### config.mk
export PLATFORM = sky130hd
export DESIGN_NAME = shift_arbiter
export DESIGN_NICKNAME = d
export VERILOG_FILES = /design/src/rtl/shift_arbiter.sv
export SDC_FILE = /design/constraint.sdc
export NUM_CORES = 1
export LEC_CHECK = 0
export BUFFER_PORTS_ARGS = -buffer_cell sky130_fd_sc_hd__buf_2
export CAP_MARGIN = 20
export CORE_AREA = 5 5 64 66
export CTS_BUF_LIST = sky130_fd_sc_hd__clkbuf_4 sky130_fd_sc_hd__clkbuf_8
export DETAILED_ROUTE_END_ITERATION = 16
export DIE_AREA = 0 0 69 71
export RECOVER_POWER = 25
export SLEW_MARGIN = 20
export SYNTH_ARGS = -nofsm -noshare
export SYNTH_HDL_FRONTEND = slang
export SYNTH_SLANG_ARGS = --single-unit
### constraint.sdc
create_clock -name clk -period 3.8 [get_ports clk]
set_input_delay 0.38 -clock clk [delete_from_list [all_inputs] [get_ports clk]]
set_output_delay 0.38 -clock clk [all_outputs]
set_load 0.05 [all_outputs]
### src/rtl/shift_arbiter.sv
// Round-robin arbiter sharing one 8-bit left barrel shifter between two requesters.
// Amounts 8..15 are applied as three passes: amt[2:0], then 4, then 4.
module barrel_shifter (
  input  logic [7:0] i_data,
  input  logic [2:0] i_shamt,
  output logic [7:0] o_data
);
  logic [7:0] w_s1;
  logic [7:0] w_s2;

  assign w_s1   = i_shamt[0] ? {i_data[6:0], 1'b0} : i_data;
  assign w_s2   = i_shamt[1] ? {w_s1[5:0], 2'b00}  : w_s1;
  assign o_data = i_shamt[2] ? {w_s2[3:0], 4'h0}   : w_s2;
endmodule

module shift_arbiter #(
  parameter int   DATA_W    = 8,
  parameter int   AMT_W     = 4,
  parameter logic PRIO_INIT = 1'b0
) (
  input  logic              clk,
  input  logic              rst_n,
  input  logic              req0_valid,
  output logic              req0_ready,
  input  logic [DATA_W-1:0] req0_data,
  input  logic [AMT_W-1:0]  req0_amt,
  input  logic              req1_valid,
  output logic              req1_ready,
  input  logic [DATA_W-1:0] req1_data,
  input  logic [AMT_W-1:0]  req1_amt,
  output logic              res_valid,
  input  logic              res_ready,
  output logic [DATA_W-1:0] res_data,
  output logic              res_id,
  output logic              busy
);
  typedef enum logic [1:0] {
    S_IDLE,
    S_SHIFT,
    S_OUT
  } state_t;

  state_t            r_state;
  state_t            w_next;
  logic [DATA_W-1:0] r_acc;
  logic [AMT_W-1:0]  r_amt;
  logic              r_id;
  logic              r_last;
  logic [1:0]        r_pass;

  logic              w_idle;
  logic              w_grant;
  logic              w_acc0;
  logic              w_acc1;
  logic              w_last_pass;
  logic [2:0]        w_mag;
  logic [DATA_W-1:0] w_shifted;

  assign w_idle  = (r_state == S_IDLE);
  // On a tie the requester not served last wins
  assign w_grant = (req0_valid && req1_valid) ? ~r_last : req1_valid;
  assign w_acc0  = w_idle && !w_grant && req0_valid;
  assign w_acc1  = w_idle &&  w_grant && req1_valid;

  assign w_mag       = (r_pass == 2'd0) ? r_amt[2:0] : 3'd4;
  assign w_last_pass = r_amt[3] ? (r_pass == 2'd2) : 1'b1;

  barrel_shifter u_bsh (
    .i_data  (r_acc),
    .i_shamt (w_mag),
    .o_data  (w_shifted)
  );

  always_ff @(posedge clk or negedge rst_n) begin
    if (!rst_n) r_state <= S_IDLE;
    else        r_state <= w_next;
  end

  always_comb begin
    w_next = r_state;
    unique case (r_state)
      S_IDLE:  if (w_acc0 || w_acc1) w_next = S_SHIFT;
      S_SHIFT: if (w_last_pass)      w_next = S_OUT;
      S_OUT:   if (res_ready)        w_next = S_IDLE;
      default: w_next = S_IDLE;
    endcase
  end

  always_comb begin
    req0_ready = w_acc0;
    req1_ready = w_acc1;
    res_valid  = (r_state == S_OUT);
    res_data   = r_acc;
    res_id     = r_id;
    busy       = !w_idle;
  end

  always_ff @(posedge clk or negedge rst_n) begin
    if (!rst_n) begin
      r_acc  <= '0;
      r_amt  <= '0;
      r_id   <= 1'b0;
      r_pass <= 2'd0;
      r_last <= ~PRIO_INIT;
    end else begin
      unique case (1'b1)
        w_acc0: begin
          r_acc  <= req0_data;
          r_amt  <= req0_amt;
          r_id   <= 1'b0;
          r_pass <= 2'd0;
        end
        w_acc1: begin
          r_acc  <= req1_data;
          r_amt  <= req1_amt;
          r_id   <= 1'b1;
          r_pass <= 2'd0;
        end
        (r_state == S_SHIFT): begin
          r_acc  <= w_shifted;
          r_pass <= r_pass + 2'd1;
        end
        (r_state == S_OUT && res_ready): r_last <= r_id;
        default: ;
      endcase
    end
  end
endmodule

Word level (Yosys, flattened, before mapping)
Index checks and enable logic that the tools add are counted.

Register bits after elaboration: 18. Input bits: 29. Output and inout port bits: 13. Logic and storage cells: 47.

Add/subtract/negate cells: 1. Equality and inequality tests: 7. Mux-type cells: 14. Bitwise logic cells: 1. Reductions and logical operators: 17.

Operators with widths (number): 8-bit two-way mux (3); 8-bit one-hot mux with 3 select lines (1); 4-bit one-hot mux with 2 select lines (1); 1-bit logical AND (6); 2-bit two-way mux (3); 2-bit one-hot mux with 3 select lines (1); 2-bit equality test (second input constant) (2); 2-bit logical NOT (2); 2-bit by 1-bit inequality test with 1-bit output (second input constant) (2); 4-bit by 1-bit inequality test with 1-bit output (second input constant) (1); 2-bit one-hot mux with 2 select lines (1); 2-bit nonzero test (2); 3-bit two-way mux (1); 3-bit AND reduction (1); 3-bit nonzero test (1); 2-bit by 1-bit adder with 2-bit output (second input constant) (1); 2-bit by 1-bit equality test with 1-bit output (second input constant) (1); 1-bit logical NOT (2); 1-bit two-way mux (2); 2-bit inequality test (second input constant) (1); 1-bit one-hot mux with 2 select lines (1); 2-bit AND reduction (1); 2-bit OR reduction (1); 1-bit logical OR (1); 1-bit NOT (1).

Depth between registers and ports, before layout
Gate-level depths: netlist (run 1).

Word-level depth: 8. Gate-level depth with buffers: 7. Gate-level depth less buffers: 6.

Hierarchy
A second synthesis (run 1) with hierarchy kept.

Cells, all modules: 127. Area total of the unflattened synthesis: 1268.7 µm².

By module, submodules not included: shift_arbiter (times used 1, cells an instance 99, area each 994.7 µm²); barrel_shifter (times used 1, cells an instance 28, area each 274.0 µm²).

Worst setup path after synthesis (run 1)
No wires, ideal clock.

Path type: reg2reg. From: register r_last. To: register r_amt[3]. Data arrival time: 1.682 ns. Setup slack: 1.992 ns. Cell stages (with the launch flop): 6. Period minus slack after synthesis: 1.808 ns. Path through: dfstp_2 > a21boi_4 > nand2_1 > clkinv_1 > o32ai_1 > nor2_1.

RTL lines: from (decl) (RTL line 48) `logic r_last;`; from (signal assigned) (RTL line 104) `r_last <= ~PRIO_INIT;`; from (signal assigned) (RTL line 123) `(r_state == S_OUT && res_ready): r_last <= r_id;`; 1-bit NOT (*) (RTL line 61) `assign w_grant = (req0_valid && req1_valid) ? ~r_last : req1_valid;`; 1-bit two-way mux (*) (RTL line 61); 1-bit logical AND (*) (2 in a row) (RTL line 63) `assign w_acc1 = w_idle && w_grant && req1_valid;`; via req1_ready (RTL line 28) `output logic req1_ready,`; 4-bit one-hot mux with 2 select lines or 2-bit nonzero test (tied branches); to (signal assigned) (RTL line 109) `r_amt <= req0_amt;`; to (signal assigned) (RTL line 115) `r_amt <= req1_amt;`; to (decl) (RTL line 46) `logic [AMT_W-1:0] r_amt;`.

Mark *: on every way through the listed nets, which the timed path passes. The rest lies on a longest branch. A chain may end at the register's enable or synchronous reset.

Worst setup path in the final report (run 1)
From: register r_state[1]. To: output req1_ready.

Word-level cells in the longest chain between the ends: 3.

Ends and longest elaborated chain: from (decl) (RTL line 43) `state_t r_state;`; from (signal assigned) (RTL line 76) `else r_state <= w_next;`; 2-bit logical NOT (RTL line 59) `assign w_idle = (r_state == S_IDLE);`; 1-bit logical AND (2 in a row) (RTL line 63); to (decl) (RTL line 28).

No other way between the ends.

==> results.sh, run 1 <==
export IMPL_die_w_microns=69
export IMPL_post_cts_resized=0
export IMPL_syn_area_per_cell_sq_um=8.378
export IMPL_synth_area_sq_mm=0.001324
export IMPL_grt_overflow=0
export IMPL_yosys_warnings=0
export IMPL_pwr_share_comb=0.605
export IMPL_vdd_drop_max_uv=396.0
export IMPL_max_freq_mhz=425.7
export IMPL_synthesis_nets=189
export IMPL_antenna_found_initial=0
export IMPL_synth_top_area_share=0.3214
export IMPL_clock_sinks=18
export IMPL_clkPwrFrac=0.080
export IMPL_wire_per_inst_microns=15.32
export IMPL_netlist_top_cells_count="17 x dfrtp_1, 14 x nor2_1, 13 x nand2_1, 11 x o21ai_0, 9 x inv_1"
export IMPL_power_share_switching=0.5463
export IMPL_cp_max_fo=14
export IMPL_rsz0062_at_grt="false"
export IMPL_p_sw_mw=0.8349
export IMPL_required_ns=3.42
export IMPL_clock_root_buffer="clkbuf_4"
export IMPL_p_seq_frac=0.315
export IMPL_via_per_inst=5.656
export IMPL_placedCellCount=237
export IMPL_die_h_microns=71
export IMPL_hold_worst_slack_ns=0.2026
export IMPL_htreeDepth=1
export IMPL_hold_class="in -> async"
export IMPL_synth_seq_cells=18
export IMPL_worst_pin_slew_ns=0.9703
export IMPL_drc_errors=0
export IMPL_area_delta_synth_final_pct=19.19
export IMPL_port_buffers=41
export IMPL_status="complete, no violations"
export IMPL_synth_seq_area_share=0.3412
export IMPL_die_area_sq_mm=0.004899
export IMPL_fin_crit_sh=0.6182
export IMPL_crit_arrival_ns=1.97
export IMPL_drt_total_wl_microns=3691
export IMPL_period_needed_ns=2.349
export IMPL_intPower_mw=0.6935
export IMPL_grt_max_degree=21
export IMPL_ant_nets=0
export IMPL_grt_pass1_vias=1361
export IMPL_critPathTopFamily="simple AND/OR/NAND/NOR gates"
export IMPL_cp_num_cells=4
export IMPL_cts_hold_buf=0
export IMPL_max_slew_margin_rel=0.3531
export IMPL_startpoint="r_state[1]"
export IMPL_path_clk_slew_ns=0.11
export IMPL_n_fill_cell=390
export IMPL_gp_congestion=0.8838
export IMPL_drive_above_1_share=0.2850
export IMPL_p_leak_nw=0.7094
export IMPL_finish_utilization=0.4478
export IMPL_synth_area_top_cells="dfrtp_1 32%, o21ai_0 4.2%, nor2_1 4.0%"
export IMPL_clkLatencyLatePin_ns=0.30
export IMPL_core_area_sq_mm=0.003523
export IMPL_boundaryPins=42
export IMPL_nets=225
export IMPL_reg2reg_from="r_pass[0]"
export IMPL_clockBufferDepth=2
export IMPL_r2r_end="res_data[3]"
export IMPL_ys_types=49
export IMPL_setup_violations_final=0
export IMPL_r2r_slack_ns=1.94
export IMPL_yosysMostFrequentCell="dfrtp_1"
export IMPL_slowest_delay_ns=0.53
export IMPL_async_flop_share=1.000
export IMPL_slew_viol_final=0
export IMPL_cp_start_kind="register"
export IMPL_firstDrtPassIters=5
export IMPL_crit_type="reg -> out"
export IMPL_cts_buffers=3
export IMPL_grt_use_total=0.1541
export IMPL_totalPowerFinal_mw=1.528
export IMPL_setup_tns_ns=0
export IMPL_synth_cells=158
export IMPL_final_cells=241
export IMPL_crit_path_end_kind="primary output"
export IMPL_postCtsSetupRepairBufs=0
export IMPL_yosys_most_used_dff="dfrtp_1"
export IMPL_cts_tree="done"
export IMPL_skew_ns=0.001519
export IMPL_start_util=0.3757
export IMPL_num_antenna_cells=0
export IMPL_worstPathCellList="nor2_1, nand2_1, clkinv_1, buf_2"
export IMPL_num_vias=1363
export IMPL_fp_row_count=22
export IMPL_crit_end="req1_ready"
export IMPL_p_per_area_mw_per_mm2=968.7
export IMPL_r2r_worst_path_cells=6
export IMPL_hpwl_microns=2833
export IMPL_critPathSlowestCell="dfrtp_1"
export IMPL_crit_buf_inv=2
export IMPL_hold_violations=0
export IMPL_synth_area_leader_cell="dfrtp_1"
export IMPL_cap_violations=0
export IMPL_drt_initial_drc_count=78
export IMPL_synth_edf_count=0
export IMPL_grt_first_pass_wirelength_microns=6223
[final cells by class]
class / instances / area, sq um / share of cell area
flip-flops and latches: 18 / 451.7 / 0.2863
multi-input cells: 120 / 788.3 / 0.4996
repair buffers: 41 / 203.9 / 0.1293
well taps: 48 / 60.06 / 0.03807
inverters: 10 / 37.54 / 0.02379
clock buffers: 4 / 36.28 / 0.02300
[how the worst min path moves through the flow]
stage	start	to	slack, ns	cells past startpoint
final	rst_n	r_pass[0]	0.20	1
after global placement	rst_n	r_amt[3]	0.34	1
after floorplan	rst_n	r_amt[0]	0.08	0
after CTS	rst_n	r_amt[2]	0.01	1
after global routing	req1_amt[0]	r_amt[0]	0.28	3
after detailed placement	rst_n	r_amt[3]	0.34	1
[routing by layer]
metal	part of all wire	wire, microns	track usage
met5	0	0	0
met3	0.060	221	0.04119
met4	0.010	38	0.02386
met1	0.43	1600	0.1925
met2	0.50	1831	0.2712
[power groups by stage]
stage          Sequential, mW  Combinational (mW)  Clock (mW)
2_1_floorplan           0.547               0.643           0
3_3_place_gp            0.471               0.917           0
3_5_place_dp            0.482               0.928           0
4_1_cts                 0.478               0.930       0.124
5_1_grt                 0.504                1.01       0.135
6_report                0.481               0.924       0.122
[flip-flops by register name, indices dropped and copies added (netlist names)]
signal	flops
res_data	8
res_id	1
r_amt	4
r_last	1
r_state	2
r_pass	2
[layout by cell type (no fill, tap or decap), drive strengths merged, types with 2 or more instances in the layout]
| cell type | count |
|---|---|
| o21ai | 11 |
| nor2b | 6 |
| inv | 9 |
| mux2 | 2 |
| nand2b | 3 |
| a21oi | 6 |
| nor3b | 2 |
| nand3b | 3 |
| a31oi | 3 |
| clkbuf | 5 |
| nand3 | 4 |
| o22ai | 8 |
| buf | 40 |
| and3 | 4 |
| dfrtp | 17 |
| ha | 2 |
| nor2 | 15 |
| nand2 | 13 |
| o211ai | 3 |
| or2b | 2 |
| nor3 | 5 |
| a21boi | 2 |
| o32a | 2 |
| nand4b | 2 |
| mux2i | 3 |
[kinds of logic (layout without fill, tap and decap cells)]
group                      Yosys count  after routing  synth area share
and+or+nand+nor                     65             65            0.2684
AOI/OAI and AO/OA                   47             47            0.2514
buffers and inverters               20             55           0.06332
DFF                                 18             18            0.3412
muxes                                6              6           0.05671
adders and majority gates            2              2           0.01890
[through the flow]
| stage | worst slack [ns] | cell area (sq um) |
|---|---|---|
| 4_1_cts | 1.495 | 1579 |
| 3_3_place_gp | 1.919 | 1543 |
| 3_5_place_dp | 1.835 | 1543 |
| 2_1_floorplan | 1.992 | 1324 |
| 6_report | 1.451 | 1578 |
| 5_1_grt | 1.260 | 1578 |
Note: power is estimated with default switching activity, not from simulation.
==> run 2, diff against run 1 <==
- PLACE_DENSITY: not set -> 0.66
- clock period: 3.8 -> 2 ns (I/O delays scaled with it)
==> run 2 against run 1 <==
Against the previous run:
- sequential share of layout area decreased by 0.90 points
- combinational power rose by 100%
- critical path depth increased by 2
- wire length shrank 3.2%
- final area rose by 3.3%
- power grew 93%
- clock skew increased by 0.00094 ns
- global-route usage fell by 0.80 points
- cell count increased by 2.5%
- clock-buffer cell count unchanged
- highest routed layer unchanged
==> results.sh, run 2 (synthesis gave the netlist of run 1 again) <==
export IMPL_status="complete, no violations"
export IMPL_hold_end="r_amt[2]"
export IMPL_totalPowerFinal_mw=2.950
export IMPL_clock_sinks=18
export IMPL_hp_start="req1_amt[2]"
export IMPL_grt_max_degree=21
export IMPL_pwr_share_comb=0.631
export IMPL_fin_crit_sh=0.9041
export IMPL_vdd_drop_max_uv=937.3
export IMPL_start_util=0.3757
export IMPL_required_ns=2.18
export IMPL_crit_path_end_kind="register"
export IMPL_clkLatencyLatePin_ns=0.29
export IMPL_p_per_area_mw_per_mm2=1811
export IMPL_fp_row_count=22
export IMPL_firstDrtPassIters=4
export IMPL_cts_tree="done"
export IMPL_period_needed_ns=1.808
export IMPL_grt_first_pass_wirelength_microns=6003
export IMPL_p_seq_frac=0.293
export IMPL_hold_class="in -> reg"
export IMPL_hpwl_microns=2736
export IMPL_p_leak_nw=0.7363
export IMPL_drive_above_1_share=0.3065
export IMPL_drt_total_wl_microns=3572
export IMPL_grt_overflow=0
export IMPL_cp_start_kind="register"
export IMPL_cp_max_fo=14
export IMPL_power_share_switching=0.5334
export IMPL_cts_buffers=3
export IMPL_critPathTopFamily="simple AND/OR/NAND/NOR gates"
export IMPL_r2r_end="res_data[7]"
export IMPL_die_h_microns=71
export IMPL_hold_violations=0
export IMPL_clockBufferDepth=2
export IMPL_htreeDepth=1
export IMPL_port_buffers=41
export IMPL_nets=231
export IMPL_num_antenna_cells=0
export IMPL_worstPathCellList="inv_1, ha_1, and4bb_2, a211oi_2, and3_1, o22ai_1"
export IMPL_r2r_worst_path_cells=6
export IMPL_clock_root_buffer="clkbuf_4"
export IMPL_boundaryPins=42
export IMPL_final_cell_mix="40 x buf_2, 17 x dfrtp_1, 14 x nor2_1"
export IMPL_grt_pass1_vias=1251
export IMPL_gp_congestion=0.7994
export IMPL_p_sw_mw=1.574
export IMPL_slowest_delay_ns=0.37
export IMPL_path_clk_slew_ns=0.10
export IMPL_max_slew_margin_rel=0.3252
export IMPL_worst_pin_slew_ns=1.012
export IMPL_setup_violations_final=0
export IMPL_rsz0062_at_grt="false"
export IMPL_clkPwrFrac=0.076
export IMPL_die_area_sq_mm=0.004899
export IMPL_reg2reg_from="r_pass[0]"
export IMPL_slew_viol_final=0
export IMPL_r2r_slack_ns=0.19
export IMPL_crit_type="reg -> reg"
export IMPL_drt_initial_drc_count=134
export IMPL_area_delta_synth_final_pct=23.06
export IMPL_cap_violations=0
export IMPL_setup_tns_ns=0
export IMPL_antenna_found_initial=0
export IMPL_intPower_mw=1.377
export IMPL_num_vias=1330
export IMPL_ant_nets=0
export IMPL_critPathSlowestCell="dfrtp_1"
export IMPL_via_per_inst=5.385
export IMPL_max_freq_mhz=553.0
export IMPL_hold_path_depth=3
export IMPL_drc_errors=0
export IMPL_die_w_microns=69
export IMPL_crit_arrival_ns=1.99
export IMPL_core_area_sq_mm=0.003523
export IMPL_crit_buf_inv=1
export IMPL_layout_commonest_cell="buf_2"
export IMPL_wire_per_inst_microns=14.46
export IMPL_grt_use_total=0.1461
export IMPL_skew_ns=0.002457
export IMPL_largest_reg_flops=8
==> run 2: cell types whose count changed in the layout (fill, tap and decap cells not counted) <==
| cell | before | now |
|---|---|---|
| clkinvlp_4 | 0 | 1 |
| dlygate4sd3_1 | 0 | 1 |
| clkinv_1 | 1 | 0 |
| buf_4 | 0 | 5 |
==> run 2: power groups by stage <==
stage	clock [mW]	combinational, mW	sequential [mW]
floorplan	0	1.22	1.04
finish	0.224	1.86	0.864
detailed placement	0	1.85	0.869
CTS	0.231	1.86	0.864
global route	0.246	2.05	0.907
global placement	0	1.85	0.873
==> run 2: final cells by class <==
class	count	area [sq um]
Inverter	10	41.29
Clock buffer	4	36.28
Fill cell	372	1894
Tap cell	48	60.06
Timing Repair Buffer	47	251.5
Sequential cell	18	451.7
Multi-Input combinational cell	120	788.3
==> run 2: worst register-to-register path, delay by kind of cell, from the launching register on <==
family,cells,cell delay [ns]
simple gates,2,0.55
compound gates,2,0.39
flops,1,0.37
fa+ha+maj,1,0.34
buf+inv,1,0.06
==> run 2: how the worst max path moves through the flow <==
stage          slack [ns]     endpoint  startpoint  cells after the start
3_3_place_gp         0.25  res_data[7]   r_pass[0]                      6
5_1_grt              0.03  res_data[5]   r_pass[0]                      6
2_1_floorplan        0.19     r_amt[3]      r_last                      5
4_1_cts              0.06   req1_ready      r_last                      4
6_report             0.19  res_data[7]   r_pass[0]                      6
3_5_place_dp         0.20  res_data[7]   r_pass[0]                      6
==> run 2: metrics by stage <==
| step | worst slack [ns] | instance area, sq um | cells | hold WS [ns] | util |
|---|---|---|---|---|---|
| final | 0.1918 | 1629 | 247 | 0.1035 | 0.4624 |
| after global routing | 0.02927 | 1629 | 247 | 0.09978 | 0.4624 |
| after CTS | 0.05880 | 1619 | 246 | 0.1049 | 0.4595 |
| after detailed placement | 0.1971 | 1573 | 241 | 0.1539 | 0.4464 |
| after global placement | 0.2495 | 1573 | 241 | 0.1552 | 0.4464 |
| after floorplan | 0.1918 | 1324 | 158 | -0.09559 | - |
==> run 2: repair_timing <==
item / in CTS / in global routing
hold endpoints to repair: 17 / 0
resized for setup: 0 / 1
hold buffers: 1 / 0
endpoints found under the setup margin: 0 / 1
buffers inserted: 0 / 1
==> run 2: metal layers <==
metal	vias up	global-route usage	part of all wire	wire length (microns)
li1	660	-	-	-
met1	626	0.2073	0.45	1619
met2	40	0.2309	0.48	1723
met3	4	0.02273	0.057	204
met4	0	0.03905	0.0070	25
met5	-	0	0	0
==> run 3, diff against run 2 <==
- CORE_AREA: 5 5 64 66 -> 5 5 63 65
- DIE_AREA: 0 0 69 71 -> 0 0 68 70
- PLACE_DENSITY: 0.66 -> 0.68
==> run 3 against run 2 <==
Against the previous run:
- flip-flop and latch count is the same
- non-clock buffer count rose by 1
- clock power grew 3%
- global-route usage up 1.1 points
==> results.sh, run 3 (synthesis gave the netlist of run 1 again) <==
export IMPL_nets=232
export IMPL_r2r_worst_path_cells=6
export IMPL_max_slew_margin_rel=0.3499
export IMPL_grt_max_degree=21
export IMPL_slew_viol_final=0
export IMPL_boundaryPins=42
export IMPL_status="complete, no violations"
export IMPL_intPower_mw=1.379
export IMPL_clkPwrFrac=0.078
export IMPL_path_clk_slew_ns=0.11
export IMPL_gp_congestion=0.8269
export IMPL_core_area_sq_mm=0.003284
export IMPL_via_per_inst=5.366
export IMPL_wire_per_inst_microns=14.25
export IMPL_clock_root_buffer="clkbuf_4"
export IMPL_startpoint="r_pass[0]"
export IMPL_r2r_end="res_data[7]"
export IMPL_fin_crit_sh=0.9143
export IMPL_highest_layer="met4"
export IMPL_layout_commonest_cell="buf_2"
export IMPL_cp_max_fo=14
export IMPL_die_h_microns=70
export IMPL_die_area_sq_mm=0.004760
export IMPL_totalPowerFinal_mw=2.953
export IMPL_cap_violations=0
export IMPL_grt_pass1_vias=1271
export IMPL_r2r_slack_ns=0.17
export IMPL_clock_sinks=18
export IMPL_p_sw_mw=1.574
export IMPL_drive_above_1_share=0.3050
export IMPL_antenna_found_initial=0
export IMPL_final_cell_mix="40 x buf_2, 17 x dfrtp_1, 14 x nor2_1"
export IMPL_p_leak_nw=0.7438
export IMPL_die_w_microns=68
export IMPL_fp_row_count=21
export IMPL_num_antenna_cells=0
export IMPL_num_vias=1320
export IMPL_cts_buffers=3
export IMPL_crit_arrival_ns=2.02
export IMPL_clkLatencyLatePin_ns=0.30
export IMPL_setup_tns_ns=0
export IMPL_htreeDepth=1
export IMPL_port_buffers=41
export IMPL_crit_type="reg -> reg"
export IMPL_crit_end="res_data[7]"
export IMPL_p_seq_frac=0.288
export IMPL_firstDrtPassIters=4
export IMPL_worst_pin_slew_ns=0.9752
export IMPL_start_util=0.4030
export IMPL_skew_ns=0.001605
export IMPL_final_area_sq_mm=0.001630
export IMPL_drt_initial_drc_count=164
export IMPL_p_per_area_mw_per_mm2=1811
export IMPL_cp_start_kind="register"
export IMPL_hold_violations=0
export IMPL_pwr_share_comb=0.634
export IMPL_met2WireLength_microns=1656
export IMPL_hold_path_depth=3
export IMPL_reg2reg_from="r_pass[0]"
export IMPL_power_share_switching=0.5331
export IMPL_setup_violations_final=0
export IMPL_area_delta_synth_final_pct=23.16
export IMPL_vdd_drop_max_uv=961.4
export IMPL_ant_nets=0
export IMPL_hpwl_microns=2721
export IMPL_postPlaceCellArea_sq_mm=0.001585
export IMPL_drt_total_wl_microns=3506
export IMPL_post_cts_resized=0
export IMPL_grt_use_total=0.1567
export IMPL_max_freq_mhz=546.9
export IMPL_period_needed_ns=1.829
export IMPL_crit_path_end_kind="register"
export IMPL_largest_reg_flops=8
export IMPL_required_ns=2.19
export IMPL_cts_tree="done"
export IMPL_wl_met3_microns=167
export IMPL_clockBufferDepth=2
export IMPL_drc_errors=0
export IMPL_grt_overflow=0
export IMPL_grt_first_pass_wirelength_microns=5871
export IMPL_wl_met1_microns=1650
export IMPL_rsz0062_at_grt="false"
export IMPL_hold_class="in -> reg"
[run 3: cell types whose count changed in the layout (fill, tap and decap cells not counted), sizes merged]
cell,previous run,this run
buf,45,46
clkinv,0,1
clkinvlp,1,0
[run 3: how the worst min path moves through the flow]
stage | startpoint | to | slack (ns)
floorplan | rst_n | r_amt[0] | -0.1
global placement | rst_n | r_amt[3] | 0.16
detailed placement | rst_n | r_amt[3] | 0.16
CTS | req1_amt[1] | r_amt[1] | 0.1
global route | req1_amt[1] | r_amt[1] | 0.11
finish | req1_amt[1] | r_amt[1] | 0.10
[run 3: power groups by stage]
stage / clock network, mW / logic, mW / registers [mW]
6_report: 0.230 / 1.87 / 0.851
3_3_place_gp: 0 / 1.87 / 0.853
2_1_floorplan: 0 / 1.22 / 1.04
3_5_place_dp: 0 / 1.88 / 0.858
4_1_cts: 0.234 / 1.88 / 0.850
5_1_grt: 0.256 / 2.06 / 0.895
[run 3: timing repair]
item,4_1_cts,5_1_grt
buffers inserted,0,0
endpoints found under the hold margin,17,0
hold buffers,1,0
setup endpoints to repair,0,0
[run 3: worst max-delay path, stage by stage (launching register included)]
cell and delay, ns:
dfrtp_1 0.38, inv_1 0.07, ha_1 0.34, and4bb_2 0.34, a211oi_2 0.32, and3_1 0.21
o22ai_1 0.08
[run 3: cell type report]
cell class                 instances  area (sq um)
clock buffer                       4         36.28
fill                             333          1654
tap                               46         57.56
multi-input combinational        120         788.3
timing repair buffer              48         259.0
sequential                        18         451.7
inverter                          10         37.54
[run 3: per-layer routing]
metal | vias to the layer above | global-route usage
met2 | 32 | 0.2377
met4 | 0 | 0.03311
li1 | 665 | -
met5 | - | 0
met1 | 619 | 0.2341
met3 | 4 | 0.02083
[run 3: metrics by stage]
step | instances | setup slack, ns | util | hold slack, ns
final | 246 | 0.1714 | 0.4964 | 0.1001
after global routing | 246 | 0.01695 | 0.4964 | 0.1051
after CTS | 246 | 0.1788 | 0.4968 | 0.09658
after detailed placement | 241 | 0.1913 | 0.4827 | 0.1566
after global placement | 241 | 0.2531 | 0.4827 | 0.1556
after floorplan | 158 | 0.1918 | - | -0.09559
